===== src/rtl/lsu_mem_ctrl.sv =====
// lsu_mem_ctrl: load/store controller for data_mem; misaligned half/word accesses
// are split into byte beats and load bytes are reassembled little-endian.
module lsu_mem_ctrl #(
  parameter int ADDR_W = 32,
  parameter int DATA_W = 32
) (
  input  logic              clk,
  input  logic              rst,
  input  logic              req_valid,
  output logic              req_ready,
  input  logic              req_we,
  input  logic [1:0]        req_size,
  input  logic              req_unsigned,
  input  logic [ADDR_W-1:0] req_addr,
  input  logic [DATA_W-1:0] req_wdata,
  output logic              mem_en,
  output logic              mem_we,
  output logic              mem_se,
  output logic [3:0]        mem_bs,
  output logic [ADDR_W-1:0] mem_addr,
  output logic [DATA_W-1:0] mem_wdata,
  input  logic [DATA_W-1:0] mem_rdata,
  output logic              resp_valid,
  output logic [DATA_W-1:0] resp_rdata,
  output logic              resp_err
);
  typedef enum logic [1:0] {IDLE, ISSUE, WAIT, RESP} state_t;
  state_t state, state_n;
  logic we_q, uns_q, split_q, err_q, mis, last;
  logic [1:0] size_q, k, last_q;
  logic [ADDR_W-1:0] addr_q;
  logic [DATA_W-1:0] wdata_q, asm_q, ext;
  assign mis = (req_size == 2'd1 && req_addr[0]) || (req_size == 2'd2 && req_addr[1:0] != 2'b00);
  assign last = k == last_q;
  always_ff @(posedge clk or posedge rst) begin
    if (rst) begin
      state   <= IDLE;
      we_q    <= 1'b0;
      uns_q   <= 1'b0;
      split_q <= 1'b0;
      err_q   <= 1'b0;
      size_q  <= 2'd0;
      last_q  <= 2'd0;
      k       <= 2'd0;
      addr_q  <= '0;
      wdata_q <= '0;
      asm_q   <= '0;
    end else begin
      state <= state_n;
      if (state == IDLE && req_valid) begin
        we_q    <= req_we;
        uns_q   <= req_unsigned;
        size_q  <= req_size;
        addr_q  <= req_addr;
        wdata_q <= req_wdata;
        split_q <= mis;
        last_q  <= mis ? (req_size == 2'd2 ? 2'd3 : 2'd1) : 2'd0;
        err_q   <= req_size == 2'd3;
        k       <= 2'd0;
      end
      if (state == ISSUE && we_q && !last)
        k <= k + 2'd1;
      if (state == WAIT) begin
        if (split_q)
          asm_q[{k, 3'b000} +: 8] <= mem_rdata[7:0];
        else
          asm_q <= mem_rdata;
        if (!last)
          k <= k + 2'd1;
      end
    end
  end
  always_comb begin
    state_n = state;
    case (state)
      IDLE:    state_n = !req_valid ? IDLE : req_size == 2'd3 ? RESP : ISSUE;
      ISSUE:   state_n = !we_q ? WAIT : last ? RESP : ISSUE;
      WAIT:    state_n = last ? RESP : ISSUE;
      default: state_n = IDLE;
    endcase
  end
  // Split half loads need explicit extension; split words already fill all 32 bits.
  assign ext = (split_q && size_q == 2'd1) ? {{16{asm_q[15] & ~uns_q}}, asm_q[15:0]} : asm_q;
  assign req_ready  = state == IDLE;
  assign mem_en     = state == ISSUE;
  assign mem_we     = mem_en & we_q;
  assign mem_se     = mem_en & ~split_q & ~uns_q;
  assign mem_bs     = !mem_en ? 4'h0 : split_q ? 4'h1 : size_q == 2'd2 ? 4'h3 : size_q == 2'd1 ? 4'h2 : 4'h1;
  assign mem_addr   = mem_en ? addr_q + ADDR_W'(k) : '0;
  assign mem_wdata  = !mem_en ? '0 : split_q ? {24'h0, wdata_q[{k, 3'b000} +: 8]} : wdata_q;
  assign resp_valid = state == RESP;
  assign resp_err   = resp_valid & err_q;
  assign resp_rdata = (resp_valid && !we_q && !err_q) ? ext : '0;
endmodule


===== config.mk =====
export PLATFORM = sky130hd
export DESIGN_NAME = lsu_mem_ctrl
export DESIGN_NICKNAME = d
export VERILOG_FILES = /design/src/rtl/lsu_mem_ctrl.sv
export SDC_FILE = /design/constraint.sdc
export NUM_CORES = 1
export LEC_CHECK = 0
export CORE_MARGIN = 2
export CORE_UTILIZATION = 49
export DETAILED_ROUTE_END_ITERATION = 7
export PLACE_DENSITY_LB_ADDON = 0.25
export SYNTH_ARGS = -nofsm -noshare
export SYNTH_HDL_FRONTEND = slang
export SYNTH_SLANG_ARGS = --single-unit

===== constraint.sdc =====
create_clock -name clk -period 7.5 [get_ports clk]
set_input_delay 1.125 -clock clk [delete_from_list [all_inputs] [get_ports clk]]
set_output_delay 1.125 -clock clk [all_outputs]
set_load 0.01 [all_outputs]

## Yosys cells after proc, flatten, opt, wreduce, memory -nomap -nowiden

Cells that the tools add are included.

- Flip-flop bits (word level): 108
- Input bits: 103
- Output and inout bits: 106
- Word-level logic and storage cells: 69

- Reductions and logical operators: 14
- $add $sub $neg: 3
- Shift operators: 3
- Bitwise logic cells: 7
- Mux-type cells: 22
- Equality and inequality tests: 9

Operators by type and width:

| operator | number |
|---|---|
| 2-to-1 mux 32 bit | 6 |
| adder 32 x 2 -> 32 bit | 1 |
| bitwise mux 32 bit | 1 |
| variable shift 8 x 7 -> 32 bit, first input constant | 1 |
| variable part select 32 x 6 -> 8 bit | 1 |
| variable part select 8 x 7 -> 32 bit | 1 |
| 2-to-1 mux 2 bit | 14 |
| == test 2 bit, second input constant | 5 |
| logical AND 1 bit | 8 |
| negator 5 -> 7 bit | 1 |
| == test 2 x 1 -> 1 bit, second input constant | 3 |
| case mux 2 bit (3 select lines) | 1 |
| AND 1 bit | 5 |
| zero test 1 bit | 3 |
| adder 2 x 1 -> 2 bit, second input constant | 1 |
| == test 2 bit | 1 |
| zero test 2 bit | 1 |
| NOT 1 bit | 2 |
| nonzero test 2 bit | 1 |
| logical OR 1 bit | 1 |

## Longest topological paths before layout

- Word-level depth: 6
- Gate-level depth with buffers: 8
- Depth with buffers taken out: 6

## Worst setup path after synthesis

OpenSTA, ideal clock, no wires.

- Path kind: register to output
- Start point: register k[0]
- End point: output mem_addr[20]
- Path slack: 4.151 ns
- Path buffers: 1
- Cell stages (with the launch flop): 8
- Arrival: 2.224 ns
- Data required time: 6.375 ns
- Cells stage by stage: dfrtp_1 ha_1 fa_1 and4_2 buf_2 nand3_1 or4_2 a21oi_1

- Cells in the longest elaborated chain, start to end: 2

RTL lines:

| what | RTL line | text |
|---|---|---|
| from (decl) | 30 | `logic [1:0] size_q, k, last_q;` |
| from (signal assigned) | 62 | `k <= k + 2'd1;` |
| from (signal assigned) | 69 | `k <= k + 2'd1;` |
| adder 32 x 2 -> 32 bit | 89 | `assign mem_addr = mem_en ? addr_q + ADDR_W'(k) : '0;` |
| 2-to-1 mux 32 bit | 89 |  |
| to (decl) | 20 | `output logic [ADDR_W-1:0] mem_addr,` |

Every way passes these cells.

## Worst setup path in the final report

- Start point: register state[1]
- End point: output mem_addr[17]

- Cells in the longest elaborated chain, start to end: 2

RTL lines:

| what | RTL line | text |
|---|---|---|
| from (decl) | 28 | `state_t state, state_n;` |
| from (signal assigned) | 49 | `state <= state_n;` |
| == test 2 x 1 -> 1 bit | 85 | `assign mem_en = state == ISSUE;` |
| 2-to-1 mux 32 bit | 89 |  |

Every way passes these cells.

==> flow_summary.json <==
{
  "outcome": "completed",
  "fin_tns_setup_ns": 0,
  "wl_per_cell_um": 17.31,
  "slowest_delay_ns": 1.08,
  "initial_core_util_pct": 49.80,
  "drive_gt1_share_pct": 4.440,
  "leakagePower_nw": 3.661,
  "firstDrtPassIters": 5,
  "dpl_cell_area_um2": 8034,
  "die_height_um": 114.3,
  "reg2reg_depth": 5,
  "fp.coreArea_um2": 11960,
  "clock_skew_ns": 0.008952,
  "cts_sinks": 107,
  "synth_ff_type": "dfrtp_1",
  "synthArstFlopShare_pct": 100.0,
  "period_share_pct": 63.80,
  "ff2ff_setup_slack_ns": 3.91,
  "final_common_cell": "nand2_1",
  "ios": 209,
  "cap_violations": 0,
  "seqCellArea_um2": 2678,
  "r2r-start": "state[1]$_DFF_PP0_",
  "hp-start": "wdata_q[5]$_DFFE_PP0P_",
  "fill_cells": 949,
  "design_area_um2": 8362,
  "root_buffer": "clkbuf_16",
  "whs_path_depth": 2,
  "cts_htree_levels": 3,
  "grt_pass1_vias": 5925,
  "cts_hold_buf": 0,
  "worstHoldPathType": "register to register",
  "netlist_instances": 723,
  "worstPathCellList": "nand2b_1, inv_1, o311ai_0, o41ai_1, clkdlybuf4s50_1",
  "synth_edf_count": 0,
  "vdd_drop_max_uv": 174.9,
  "slew_headroom_pct": 19.55,
  "yosys_warnings": 0,
  "crit_type": "register to output pin",
  "cts_buffers": 9,
  "cts_resized": 0,
  "hold_end": "wdata_q[5]$_DFFE_PP0P_",
  "setup_viol": 0,
  "cp_max_fo": 42,
  "cp-start-kind": "register",
  "drc_errors": 0,
  "synth.distinct_cells": 50,
  "ys_seq_area_share_pct": 44.95,
  "synthesis.area_um2": 5957,
  "post-dp-hpwl_um": 13030,
  "port-buffer-count": 206,
  "diodes": 0,
  "dr_total_vias": 5987,
  "cts_tree": "done",
  "drt-total-wl_um": 18140,
  "layout_setup_ws_ns": 2.715,
  "max_clock_freq_mhz": 209.0,
  "nets": 1007,
  "via_per_inst": 5.713,
  "cts_buffer_depth": 2,
  "tightest_slew_ns": 1.207,
  "grt-ovfl-total": 0,
  "cts_setup_buffers": 0,
  "syn_avg_cell_area_um2": 8.239,
  "rsz0062_at_grt": "false",
  "place_congestion": 0.8743,
  "fin_crit_ns": 4.785,
  "drt-initial-drc-count": 544,
  "ys_ff_latch": 107,
  "clk_latency_ns": 0.35,
  "clk_pin_slew_ns": 0.07,
  "grt_max_degree": 62,
  "final_antenna_net_count": 0,
  "arrival_ns": 3.66,
  "grt_pass1_wl_um": 29610,
  "multi_input_area_um2": 3018,
  "required_ns": 6.38,
  "r2r_end": "k[1]$_DFF_PP0_",
  "drv_slew": 0,
  "antenna_found_initial": 0,
  "areaGrowthSynthToFinish_pct": 40.37,
  "grt_use_total_pct": 28.52,
  "cp-end-kind": "output pin",
  "dieArea_um2": 13060,
  "final_cell_mix": "nand2_1 (231), clkdlybuf4s50_1 (206), dfrtp_1 (107)",
  "row_count": 40,
  "power.density_nw_per_um2": 364.7,
  "p_total_mw": 3.050,
  "crit_slowest_cell": "inv_1",
  "report.final.hold_viol_count": 0,
  "die_x_um": 114.3,
  "pre_cts_ws_ns": 3.133,
  "hold-worst-slack_ns": 0.4852
}
[worst max-delay path: cells and delay by family, from the launching register on]
kind / cells / cell delay [ns]
buffers and inverters: 2 / 1.68
AND/OR/NAND/NOR: 1 / 0.73
flip-flops: 1 / 0.45
AO/OA/AOI/OAI: 2 / 0.44
[cells in the mapped netlist, drive strengths merged, types with 5 or more instances]
library cell | n | area, um2
a22o | 8 | 70.07
o21ai | 41 | 205.2
or3 | 5 | 31.28
o21a | 17 | 127.6
nor3 | 5 | 25.02
nand3 | 8 | 45.04
a22oi | 8 | 60.06
nor2 | 26 | 97.59
o31ai | 11 | 82.58
dfrtp | 107 | 2678
nand2b | 5 | 31.28
ha | 7 | 87.58
a32oi | 16 | 140.1
xnor2 | 7 | 61.31
mux2 | 9 | 101.4
buf | 13 | 76.32
clkbuf | 37 | 140.1
and3 | 28 | 176.4
and2 | 25 | 156.4
or4 | 12 | 91.34
and4 | 5 | 46.30
inv | 13 | 48.80
a21oi | 36 | 180.2
nand4 | 9 | 62.56
xor2 | 6 | 52.55
nand2 | 232 | 870.8
o22ai | 8 | 50.05
[layout make-up]
| cell class | count | area share [%] |
|---|---|---|
| inverter | 14 | 0.6584 |
| multi-input combinational | 553 | 36.09 |
| tap | 147 | 2.200 |
| timing repair buffer | 211 | 25.11 |
| sequential | 107 | 32.02 |
| clock buffer | 10 | 2.858 |
| clock inverter | 6 | 1.062 |
[worst max path at each step]
stage / end / startpoint / slack [ns] / depth (start not counted)
finish: mem_addr[17] / state[1]$_DFF_PP0_ / 2.71 / 5
global route: mem_addr[17] / state[1]$_DFF_PP0_ / 2.36 / 5
CTS: mem_addr[17] / state[1]$_DFF_PP0_ / 2.76 / 5
detailed placement: mem_addr[22] / state[1]$_DFF_PP0_ / 3.13 / 5
global placement: mem_addr[17] / state[1]$_DFF_PP0_ / 3.27 / 5
floorplan: addr_q[0]$_DFFE_PP0P_ / rst / 3.56 / 1
[metal layers]
layer / wire [um] / vias to the layer above / track usage [%]
met4: 455 / 0 / 10.49
met3: 1335 / 38 / 5.082
met5: 0 / - / 0
met2: 8606 / 266 / 46.87
met1: 7743 / 2847 / 38.00
li1: - / 2836 / -
[stage by stage]
| step | util [%] | cells |
|---|---|---|
| after floorplan | - | 724 |
| after global placement | 67.17 | 1032 |
| after detailed placement | 67.17 | 1032 |
| after CTS | 69.91 | 1048 |
| after global routing | 69.91 | 1048 |
| final | 69.91 | 1048 |
[logic make-up (layout without fill, tap and decap cells)]
group	count (synthesis)	in the layout	synth area share, %
xor+xnor	13	13	1.911
compound gates	156	156	16.97
mux	11	11	2.037
other cells	1	2	0.06295
buf+inv	64	241	4.516
fa+ha+maj	8	8	1.806
simple gates	363	363	27.75
flops	107	107	44.95
[sequential cells by signal (all words and copies together) (netlist names)]
name     count
we_q         1
state        2
asm_q       32
addr_q      32
size_q       2
uns_q        1
wdata_q     32
err_q        1
k            2
last_q       2
[power breakdown]
part           internal, mW  leakage, nW  switching, mW  total (mW)
Clock                 0.302        0.155          0.218       0.519
Sequential            0.846         1.34          0.272        1.12
Combinational         0.645         2.17          0.767        1.41
No activity file was read; power rests on OpenSTA's default activity.
